**config.mk**
```make
export PLATFORM = sky130hd
export DESIGN_NAME = miriscv_mdu_iter
export DESIGN_NICKNAME = d
export VERILOG_FILES = /design/src/rtl/miriscv_mdu_iter.sv
export SDC_FILE = /design/constraint.sdc
export NUM_CORES = 2
export LEC_CHECK = 0
export ABC_AREA = 1
export BUFFER_PORTS_ARGS = -buffer_cell sky130_fd_sc_hd__buf_2
export CELL_PAD_IN_SITES_DETAIL_PLACEMENT = 0
export CELL_PAD_IN_SITES_GLOBAL_PLACEMENT = 1
export CORE_MARGIN = 3
export CORE_UTILIZATION = 30
export CTS_BUF_LIST = sky130_fd_sc_hd__clkbuf_16
export DETAILED_ROUTE_END_ITERATION = 8
export MAX_ROUTING_LAYER = met4
export PLACE_DENSITY_LB_ADDON = 0.1
export SLEW_MARGIN = 10
export SYNTH_ARGS = -nofsm -noshare
export SYNTH_HDL_FRONTEND = slang
export SYNTH_SLANG_ARGS = --single-unit
```
**constraint.sdc**
```tcl
create_clock -name clk_i -period 12.4 [get_ports clk_i]
set_input_delay 1.24 -clock clk_i [delete_from_list [all_inputs] [get_ports clk_i]]
set_output_delay 1.24 -clock clk_i [all_outputs]
set_load 0.03 [all_outputs]
```
**src/rtl/miriscv_mdu_iter.sv**
```systemverilog
// rtl/miriscv_mdu_iter.sv - iterative RV32M/RV64M multiply/divide unit with fast paths and result cache
// Shift-add multiplier and radix-2 restoring divider share one FSM and one 2*XLEN accumulator.

module miriscv_mdu_iter #(
   parameter int XLEN     = 32,
   parameter int MUL_BITS = 4,
   parameter int MDU_OP_W = 3
) (
   input  logic                clk_i,
   input  logic                rst_i,
   input  logic                mdu_req_i,
   input  logic [XLEN-1:0]     mdu_port_a_i,
   input  logic [XLEN-1:0]     mdu_port_b_i,
   input  logic [MDU_OP_W-1:0] mdu_op_i,
   input  logic                mdu_kill_i,
   input  logic                mdu_keep_i,
   output logic [XLEN-1:0]     mdu_result_o,
   output logic                mdu_stall_req_o
);

   localparam int                  CNT_W    = $clog2(XLEN + 1);
   localparam logic [CNT_W-1:0]    MUL_LAST = CNT_W'(XLEN / MUL_BITS - 1);
   localparam logic [CNT_W-1:0]    DIV_LAST = CNT_W'(XLEN - 1);
   localparam logic [MDU_OP_W-1:0] OP_MUL   = '0;
   localparam logic [XLEN-1:0]     MIN_INT  = {1'b1, {(XLEN-1){1'b0}}};
   localparam logic [1:0]          CLS_MUL  = 2'd0;
   localparam logic [1:0]          CLS_SDIV = 2'd1;
   localparam logic [1:0]          CLS_UDIV = 2'd2;

   typedef enum logic [1:0] {S_IDLE, S_MUL, S_DIV, S_DONE} state_e;

   state_e                state_q, state_d;
   logic [CNT_W-1:0]      cnt_q, cnt_d;
   logic [XLEN-1:0]       opnd_q, opnd_d;
   logic [2*XLEN-1:0]     acc_q, acc_d;
   logic                  neg_q, neg_d;
   logic                  neg_rem_q, neg_rem_d;
   logic [MDU_OP_W-1:0]   op_q, op_d;
   logic                  cache_valid_q, cache_valid_d;
   logic [XLEN-1:0]       cache_a_q, cache_a_d;
   logic [XLEN-1:0]       cache_b_q, cache_b_d;
   logic [1:0]            cache_cls_q, cache_cls_d;
   logic [2*XLEN-1:0]     cache_val_q, cache_val_d;

   logic                  is_div, is_rem, a_neg, b_neg;
   logic [XLEN-1:0]       a_mag, b_mag, fast_val;
   logic [1:0]            op_cls;
   logic                  div_zero, div_ovf, cache_hit, fast_hit, start, last;
   logic [XLEN+MUL_BITS-1:0] mul_part, mul_sum;
   logic [2*XLEN-1:0]     mul_step, mul_fin, div_step, div_fin;
   logic [XLEN:0]         div_shift, div_diff;
   logic                  div_ge;

   // Low half of the register is the product / quotient, high half the high product / remainder.
   function automatic logic [XLEN-1:0] sel_res(input logic [MDU_OP_W-1:0] op,
                                               input logic [2*XLEN-1:0] val);
      logic [XLEN-1:0] r;
      if (op[2])
         r = op[1] ? val[2*XLEN-1:XLEN] : val[XLEN-1:0];
      else
         r = (op == OP_MUL) ? val[XLEN-1:0] : val[2*XLEN-1:XLEN];
      return r;
   endfunction

   always_comb begin
      is_div   = mdu_op_i[2];
      is_rem   = mdu_op_i[1];
      a_neg    = mdu_port_a_i[XLEN-1] & (is_div ? ~mdu_op_i[0] : (mdu_op_i[1:0] != 2'b11));
      b_neg    = mdu_port_b_i[XLEN-1] & (is_div ? ~mdu_op_i[0] : ~mdu_op_i[1]);
      a_mag    = a_neg ? -mdu_port_a_i : mdu_port_a_i;
      b_mag    = b_neg ? -mdu_port_b_i : mdu_port_b_i;
      op_cls   = !is_div ? CLS_MUL : (mdu_op_i[0] ? CLS_UDIV : CLS_SDIV);
      div_zero = is_div & (mdu_port_b_i == '0);
      div_ovf  = is_div & ~mdu_op_i[0] & (mdu_port_a_i == MIN_INT) & (mdu_port_b_i == '1);
      // Only MUL reuses a cached product: its low half does not depend on operand signedness.
      cache_hit = cache_valid_q & (mdu_port_a_i == cache_a_q) & (mdu_port_b_i == cache_b_q)
                & (op_cls == cache_cls_q) & (is_div | (mdu_op_i == OP_MUL));
      fast_val = '0;
      if (div_zero)
         fast_val = is_rem ? mdu_port_a_i : '1;
      else if (div_ovf)
         fast_val = is_rem ? '0 : MIN_INT;
      else if (cache_hit)
         fast_val = sel_res(mdu_op_i, cache_val_q);
      fast_hit = div_zero | div_ovf | cache_hit;
      start    = (state_q == S_IDLE) & mdu_req_i & ~mdu_kill_i & ~fast_hit;
   end

   always_comb begin
      mul_part  = (XLEN+MUL_BITS)'(opnd_q) * (XLEN+MUL_BITS)'(acc_q[MUL_BITS-1:0]);
      mul_sum   = (XLEN+MUL_BITS)'(acc_q[2*XLEN-1:XLEN]) + mul_part;
      mul_step  = (2*XLEN)'({mul_sum, acc_q[XLEN-1:0]} >> MUL_BITS);
      mul_fin   = neg_q ? -mul_step : mul_step;
      div_shift = {acc_q[2*XLEN-1:XLEN], acc_q[XLEN-1]};
      div_diff  = div_shift - {1'b0, opnd_q};
      div_ge    = ~div_diff[XLEN];
      div_step  = {div_ge ? div_diff[XLEN-1:0] : div_shift[XLEN-1:0], acc_q[XLEN-2:0], div_ge};
      div_fin   = {neg_rem_q ? -div_step[2*XLEN-1:XLEN] : div_step[2*XLEN-1:XLEN],
                   neg_q     ? -div_step[XLEN-1:0]      : div_step[XLEN-1:0]};
      last      = ((state_q == S_MUL) & (cnt_q == MUL_LAST))
                | ((state_q == S_DIV) & (cnt_q == DIV_LAST));
   end

   always_ff @(posedge clk_i) begin
      if (rst_i)
         state_q <= S_IDLE;
      else
         state_q <= state_d;
   end

   always_comb begin
      state_d = state_q;
      case (state_q)
         S_IDLE:       if (start) state_d = is_div ? S_DIV : S_MUL;
         S_MUL, S_DIV: if (last) state_d = S_DONE;
         S_DONE:       if (!mdu_keep_i) state_d = S_IDLE;
         default:      state_d = S_IDLE;
      endcase
      if (mdu_kill_i)
         state_d = S_IDLE;
   end

   always_comb begin
      mdu_stall_req_o = 1'b0;
      mdu_result_o    = '0;
      if (!mdu_kill_i) begin
         case (state_q)
            S_IDLE: begin
               if (mdu_req_i) begin
                  mdu_stall_req_o = ~fast_hit;
                  mdu_result_o    = fast_val;
               end
            end
            S_MUL, S_DIV: mdu_stall_req_o = 1'b1;
            S_DONE:       if (mdu_req_i) mdu_result_o = sel_res(op_q, acc_q);
            default:      mdu_stall_req_o = 1'b0;
         endcase
      end
   end

   always_comb begin
      cnt_d         = cnt_q;
      opnd_d        = opnd_q;
      acc_d         = acc_q;
      neg_d         = neg_q;
      neg_rem_d     = neg_rem_q;
      op_d          = op_q;
      cache_valid_d = cache_valid_q;
      cache_a_d     = cache_a_q;
      cache_b_d     = cache_b_q;
      cache_cls_d   = cache_cls_q;
      cache_val_d   = cache_val_q;
      if (start) begin
         opnd_d    = is_div ? b_mag : a_mag;
         acc_d     = {{XLEN{1'b0}}, is_div ? a_mag : b_mag};
         neg_d     = a_neg ^ b_neg;
         neg_rem_d = a_neg;
         op_d      = mdu_op_i;
         cnt_d     = '0;
      end else if (state_q == S_MUL) begin
         acc_d = last ? mul_fin : mul_step;
         cnt_d = cnt_q + CNT_W'(1);
      end else if (state_q == S_DIV) begin
         acc_d = last ? div_fin : div_step;
         cnt_d = cnt_q + CNT_W'(1);
      end
      // Operands are still held stable by the pipeline on the last iteration.
      if (last && !mdu_kill_i) begin
         cache_valid_d = 1'b1;
         cache_a_d     = mdu_port_a_i;
         cache_b_d     = mdu_port_b_i;
         cache_cls_d   = !op_q[2] ? CLS_MUL : (op_q[0] ? CLS_UDIV : CLS_SDIV);
         cache_val_d   = (state_q == S_MUL) ? mul_fin : div_fin;
      end
      if (mdu_kill_i)
         cache_valid_d = 1'b0;
   end

   always_ff @(posedge clk_i) begin
      if (rst_i) begin
         cnt_q         <= '0;
         opnd_q        <= '0;
         acc_q         <= '0;
         neg_q         <= 1'b0;
         neg_rem_q     <= 1'b0;
         op_q          <= '0;
         cache_valid_q <= 1'b0;
         cache_a_q     <= '0;
         cache_b_q     <= '0;
         cache_cls_q   <= '0;
         cache_val_q   <= '0;
      end else begin
         cnt_q         <= cnt_d;
         opnd_q        <= opnd_d;
         acc_q         <= acc_d;
         neg_q         <= neg_d;
         neg_rem_q     <= neg_rem_d;
         op_q          <= op_d;
         cache_valid_q <= cache_valid_d;
         cache_a_q     <= cache_a_d;
         cache_b_q     <= cache_b_d;
         cache_cls_q   <= cache_cls_d;
         cache_val_q   <= cache_val_d;
      end
   end

endmodule

```
Yosys cells after proc, flatten, opt, wreduce, memory -nomap -nowiden

Cells that the tools add are included.

Output and inout port bits: 33
Input bits: 72
Flip-flop bits (word level): 240
Word-level logic and storage cells: 118

Add/subtract/negate cells: 8
Multipliers: 1
Muxes and demuxes: 45
Bitwise gates (word level): 25
Reduce and logical (&&, ||, !) cells: 12
Eq/ne operators: 14

Operator list:

| cell                   | number |
|---|---|
| $mux W32               | 22 |
| $mux W64               | 6 |
| $neg A32 Y32           | 4 |
| $eq A32 B32 Y1         | 2 |
| $eq A32 B32 Y1 const B | 2 |
| $neg A64 Y64           | 1 |
| $pmux W32 S2           | 1 |
| $add A32 B36 Y36       | 1 |
| $mul A32 B4 Y36        | 1 |
| $sub A33 B32 Y33       | 1 |
| $logic_not A32 Y1      | 1 |
| $mux W2                | 8 |
| $and A1 B1 Y1          | 15 |
| $mux W6                | 2 |
| $ne A2 B2 Y1 const B   | 4 |
| $add A6 B1 Y6 const B  | 1 |
| $eq A6 B3 Y1 const B   | 1 |
| $eq A6 B5 Y1 const B   | 1 |
| $logic_not A3 Y1       | 2 |
| $pmux W2 S3            | 1 |
| $reduce_or A2 Y1       | 3 |
| $not A1 Y1             | 5 |
| $eq A2 B2 Y1 const B   | 2 |
| $mux W1                | 4 |
| 11 further kinds       | 14 |

Logic depth before layout (Yosys ltp)

Depth in word-level cells: 11
Depth in mapped cells: 33
Gate-level depth less buffers: 31

Worst setup path before layout

Ideal clock, no wire load.

Kind: reg2reg
Start point: register acc_q[1]
End point: register cache_val_q[62]
Arrival time: 4.658 ns
Library setup time: 0.135 ns
Setup slack: 7.607 ns
Stages on the path, launching flop included: 29
Clock period less this slack: 4.793 ns
Path buffers: 2
Data required time: 12.265 ns
Path through: dfxtp_1 clkbuf_1 buf_1 nand2_1 inv_1 fa_1 fa_1 inv_1 fa_1 inv_1 ha_1 a21oi_1 inv_1 nor2_1 nand2_1 nand3_1 nand2_1 xnor2_1 nand2_1 nor2_1 inv_1 nor2_1 nor2_1 nor2_1 nand3_1 nand2_1 nand2_1 nand3_1 a21oi_1

Word-level cells in the longest chain between the ends: 5

Ends and longest elaborated chain:

| element                | line | text |
|---|---|---|
| from (decl)            | 35   | `logic [2*XLEN-1:0] acc_q, acc_d;` |
| from (signal assigned) | 183  | `acc_q <= '0;` |
| from (signal assigned) | 195  | `acc_q <= acc_d;` |
| $mul A32 B4 Y36 *      | 90   | `mul_part = (XLEN+MUL_BITS)'(opnd_q) * (XLEN+MUL_BITS)'(acc_q[MUL_BITS-1:0]);` |
| $add A32 B36 Y36 *     | 91   | `mul_sum = (XLEN+MUL_BITS)'(acc_q[2*XLEN-1:XLEN]) + mul_part;` |
| $neg A64 Y64           | 93   | `mul_fin = neg_q ? -mul_step : mul_step;` |
| $mux W64 *             | 93   |  |
| $mux W64 *             | 173  | `cache_val_d = (state_q == S_MUL) ? mul_fin : div_fin;` |
| to (signal assigned)   | 203  | `cache_val_q <= cache_val_d;` |
| to (decl)              | 43   | `logic [2*XLEN-1:0] cache_val_q, cache_val_d;` |

Every way passes the cells marked *; elsewhere a longest branch is shown, timed or not.
A chain may end at the register's enable or synchronous reset.

Worst setup path in the final report

Start point: input mdu_port_a_i[0]
End point: output mdu_result_o[4]

Word-level cells in the longest chain between the ends: 11
Elaborated cells between the ends (all ways): 14
Those cells by class: eq/ne: 2; mux: 6; bitwise: 6

Ends and longest elaborated chain:

| element                    | line | text |
|---|---|---|
| from (decl)                | 12   | `input logic [XLEN-1:0] mdu_port_a_i,` |
| $eq A32 B32 Y1             | 76   | `cache_hit = cache_valid_q & (mdu_port_a_i == cache_a_q) & (mdu_port_b_i == cache_b_q)` |
| $and A1 B1 Y1 (2 in a row) | 76   |  |
| $and A1 B1 Y1 (2 in a row) | 77   | `& (op_cls == cache_cls_q) & (is_div \| (mdu_op_i == OP_MUL));` |
| $mux W32                   | 83   | `else if (cache_hit)` |
| $mux W32 *                 | 81   | `else if (div_ovf)` |
| $mux W32 *                 | 79   | `if (div_zero)` |
| $mux W32 *                 | 129  | `if (mdu_req_i) begin` |
| $pmux W32 S2 *             | 127  | `case (state_q)` |
| $mux W32 *                 | 126  | `if (!mdu_kill_i) begin` |
| to (decl)                  | 17   | `output logic [XLEN-1:0] mdu_result_o,` |

Marked as above.

==> key figures <==
Timing
  – Worst-case headroom to the max-slew limit: 0.210
  – Final max-slew violation count: 0
  – Fin Setup TNS: 0 ps
  – Maximum frequency from static timing analysis: 163 MHz
  – Shortest period the worst path allows: 6140 ps
  – Final Setup Violations: 0
  – Largest clock skew in the final design: 54.5 ps
  – Final hold slack: around 470 ps
  – Period Utilization, post-route: 0.495
  – Final count of hold timing violations: 0
  – Unrepaired setup endpoints after global routing: false
  – Slew @ Worst Pin: between 1000 and 1500 ps

Synthesis
  – Biggest area contributors in the synthesized netlist: dfxtp_1 17%, nand2_1 16%, inv_1 9.8%, fa_1 6.6%, nor2_1 6.6%
  – Fraction of synthesized area in multiplexers: 0.0112
  – Main combinational cell family by area after synthesis: simple AND/OR/NAND/NOR gates
  – Biggest area consumer among synthesized cells: dfxtp_1
  – Synthesized-area fraction occupied by ao, oa, aoi and oai cells: 0.198
  – Warnings, synthesis: 0
  – Area share of xor/xnor cells in the synthesized design: 0.0589
  – Post-Synthesis Cell Area: 27800 sq um
  – Area fraction in and, or, nand and nor cells after synthesis: 0.320
  – Post-synthesis area per instance: 5.94 sq um
  – Sequential area share after synthesis: 0.173
  – Net count after synthesis: between 4000 and 5000
  – Fraction of post-synthesis cell area in the top cell type by area: 0.173
  – Number of cells produced by synthesis: 4685
  – Count of cell types in the netlist: 62
  – Share of synthesized cell area in full adder, half adder and majority cells: 0.106
  – Count of state elements after synthesis: 240

Pwr
  – Leakage component of the power: 0.0153 uW
  – Maximum ir drop on the vdd rail: approximately 0.077 mV
  – Total power density per cell area: 161 nW/um^2
  – Overall power: ~4900 uW

Finish
  – Number of fill cells: 10400
  – Final Non-Filler Cells: 5908
  – Share of cells above drive strength 1: 0.0601
  – Leading cell types in the layout, fill and taps excluded: 1170 x nand2_1, 730 x inv_1, 485 x nor2_1
  – Most common library cell in the layout ignoring fill and taps: nand2_1
  – Utilization after layout: 0.333
  – Area of the multi-input gates: 19300 sq um
  – Layout net count: 4887
  – Area growth from synthesis to layout: 9.88%
  – Sequential cell area: approximately 4800 sq um

Critical path
  – Slowest stage cell, crit path: nand2_1
  – Endpoint required time on the critical path: between 10000 and 15000 ps
  – Number of cells traversed by the worst register-to-register path: 21
  – Startpoint kind of the worst setup timing path: input port
  – CP cell instances: buf_2 > inv_1 > ha_1 > nand2_1 > nor2_1 > nand2_1 > nor3_1 > nand3_1 > nor2_1 > and3_1 > nand4_1 > nand2_1 > inv_1 > nand2_1 > o22ai_1 > a21oi_1 > nor2_1 > buf_2
  – Worst path arrival time: 4900 ps
  – Minimum setup slack among reg-to-reg paths: 6560 ps
  – Maximum cell stage delay along the critical path: roughly 840 ps
  – Critical R2R Capture: acc_q[52]
  – RR Startpoint: acc_q[3]
  – Maximum net fanout on the critical path: 30
  – Type of element capturing the critical path: output pin
  – Class of the most critical setup path: input port to output pin
  – Library cell appearing most often on the critical path: nand2_1

Drt
  – Final ANT Viol Nets: 0
  – Drt drc: 0
  – Avg Vias per Cell: 5.37
  – First drt pass iteration count: 6
  – Count of routing violations after the opening detailed-route iteration: 3405
  – Detailed-route wire length per cell: between 20 and 30 um
  – Post-Route WL: 149000 um
  – Via Count: 31700

GRT
  – Total routing usage reported by global routing: 0.305
  – Met3 layer usage reported by global route: 0.0325
  – Via count of the first global-routing pass: 29100
  – Routing usage on met2: 0.444
  – Met1 Resource Use GR: 0.433
  – Maximum number of pins on one net before global-route repair: 192
  – First-pass GRT wire length: 211000 um
  – Leftover overflow at the end of global routing: 0
  – Busiest metal layer after global routing: met2
  – Antenna violations before repair: 6

Status
  – Run status: finished clean

Floorplanning
  – Area of the die: 96400 sq um
  – I/O pin count: 105
  – Vertical extent of the die: 311 um
  – Num rows: 111
  – Die X-Extent: roughly 310 um
  – Floorplan core area: 91800 sq um
  – Initial core utilization: 0.303

Place
  – Final weighted congestion of routability-driven global placement: 0.946
  – Post-detailed-placement half-perimeter wirelength: 118000 um
  – Dpl cells: about 6000
  – Number of port buffers: 104

Flow run
  – Max capacitance violation total: 0

Clocking
  – Num Clock Sinks: 240
  – Clock slew seen by the registers of the worst setup and hold paths: roughly 50 ps
  – Hold Buf Count CTS: 0
  – Root buf cell: clkbuf_16
  – Setup Fix Bufs, Post-CTS: 0
  – Number of instances resized during post-cts repair: 0
  – Maximum number of buffers from clock root to sink: 3
  – Total clock buffers created by CTS: 35
  – Latest clock arrival within the worst-skew pair: 620 ps
  – Clock tree from TritonCTS: built
  – Count of H-tree levels built during CTS: 2

Worst hold path
  – Hold endpoint: cache_val_q[5]
  – Hold Startpoint: cache_val_q[5]
  – Instance count along the most critical hold path: 2
  – Hold crit path type: flop to flop
-- cells in the mapped netlist, drive strengths merged --
cell     number
clkbuf      181
a21boi        3
or2           9
nor2        493
a22oi         5
a21o          6
dfxtp       240
o21ai       329
o311ai        2
and3          3
o32ai         6
ha           88
buf          49
o2111ai       1
a21oi       302
nand2      1203
xor2        146
mux2i        29
mux2          2
a31oi        37
clkinv       11
o22ai        78
a221o         1
o211a         1
o31ai         5
nand3       247
a221oi       43
inv         730
nand3b       19
o21a          6
nor3b         2
fa           92
a211oi       34
o221ai        9
nor4         13
o211ai       56
a211o         1
nand4        55
and2          2
nor3         87
xnor2        41
o21bai       18
-- layout make-up --
cell class,instances,area share
clock inverter,28,0.0121
timing repair buffer,143,0.0270
clock buffer,35,0.0287
multi-input combinational,3474,0.633
inverter,741,0.0911
antenna,4,0.000327
sequential,240,0.157
tap,1243,0.0509
-- power by group --
group	internal, uW	leakage [uW]	switching (uW)
Clock	686	0.000618	467
Combinational	768	0.0127	2070
Sequential	814	0.00195	108
Total	2270	0.0153	2650
-- cell families after synthesis --
family                   after synthesis
XOR/XNOR                             187
AO/OA/AOI/OAI                        943
AND/OR/NAND/NOR                     2133
flip-flops                           240
adder cells (fa/ha/maj)              180
multiplexers                          31
buffers and inverters                971
-- how the worst max path moves through the flow --
stage | end | slack, ps | from | depth (start not counted)
global route | mdu_result_o[28] | 6010 | mdu_port_b_i[0] | 18
finish | mdu_result_o[4] | 6260 | mdu_port_a_i[0] | 18
global placement | mdu_result_o[29] | 6380 | mdu_port_a_i[27] | 14
CTS | mdu_result_o[29] | 6360 | mdu_port_a_i[27] | 14
floorplan | cache_val_q[62] | 7610 | acc_q[1] | 28
detailed placement | mdu_result_o[29] | 6360 | mdu_port_a_i[27] | 14
-- critical path: cells and delay by family --
kind / cells / cell delay [ps]
and+or+nand+nor: 11 / 2480
adders and majority gates: 1 / 190
buffers and inverters: 4 / 580
AOI/OAI and AO/OA: 2 / 360
-- layer usage --
layer	part of all wire	wire, um
met3	0.065	9640
met1	0.47	69800
met2	0.43	63300
met5	0	0
met4	0.042	6230
-- per-stage QoR --
stage / worst slack [ps] / area (sq um)
floorplan: 7610 / 27800
detailed placement: 6360 / 29300
CTS: 6360 / 30600
finish: 6260 / 30600
global route: 6010 / 30600
global placement: 6380 / 29300
-- sequential cells by signal (all words and copies together), names as in the netlist --
name / cells
cache_cls_q: 2
opnd_q: 32
op_q: 3
neg_rem_q: 1
neg_q: 1
state_q: 2
cnt_q: 6
acc_q: 64
cache_a_q: 32
cache_val_q: 64
cache_valid_q: 1
cache_b_q: 32
Note: power is estimated with default switching activity, not from simulation.
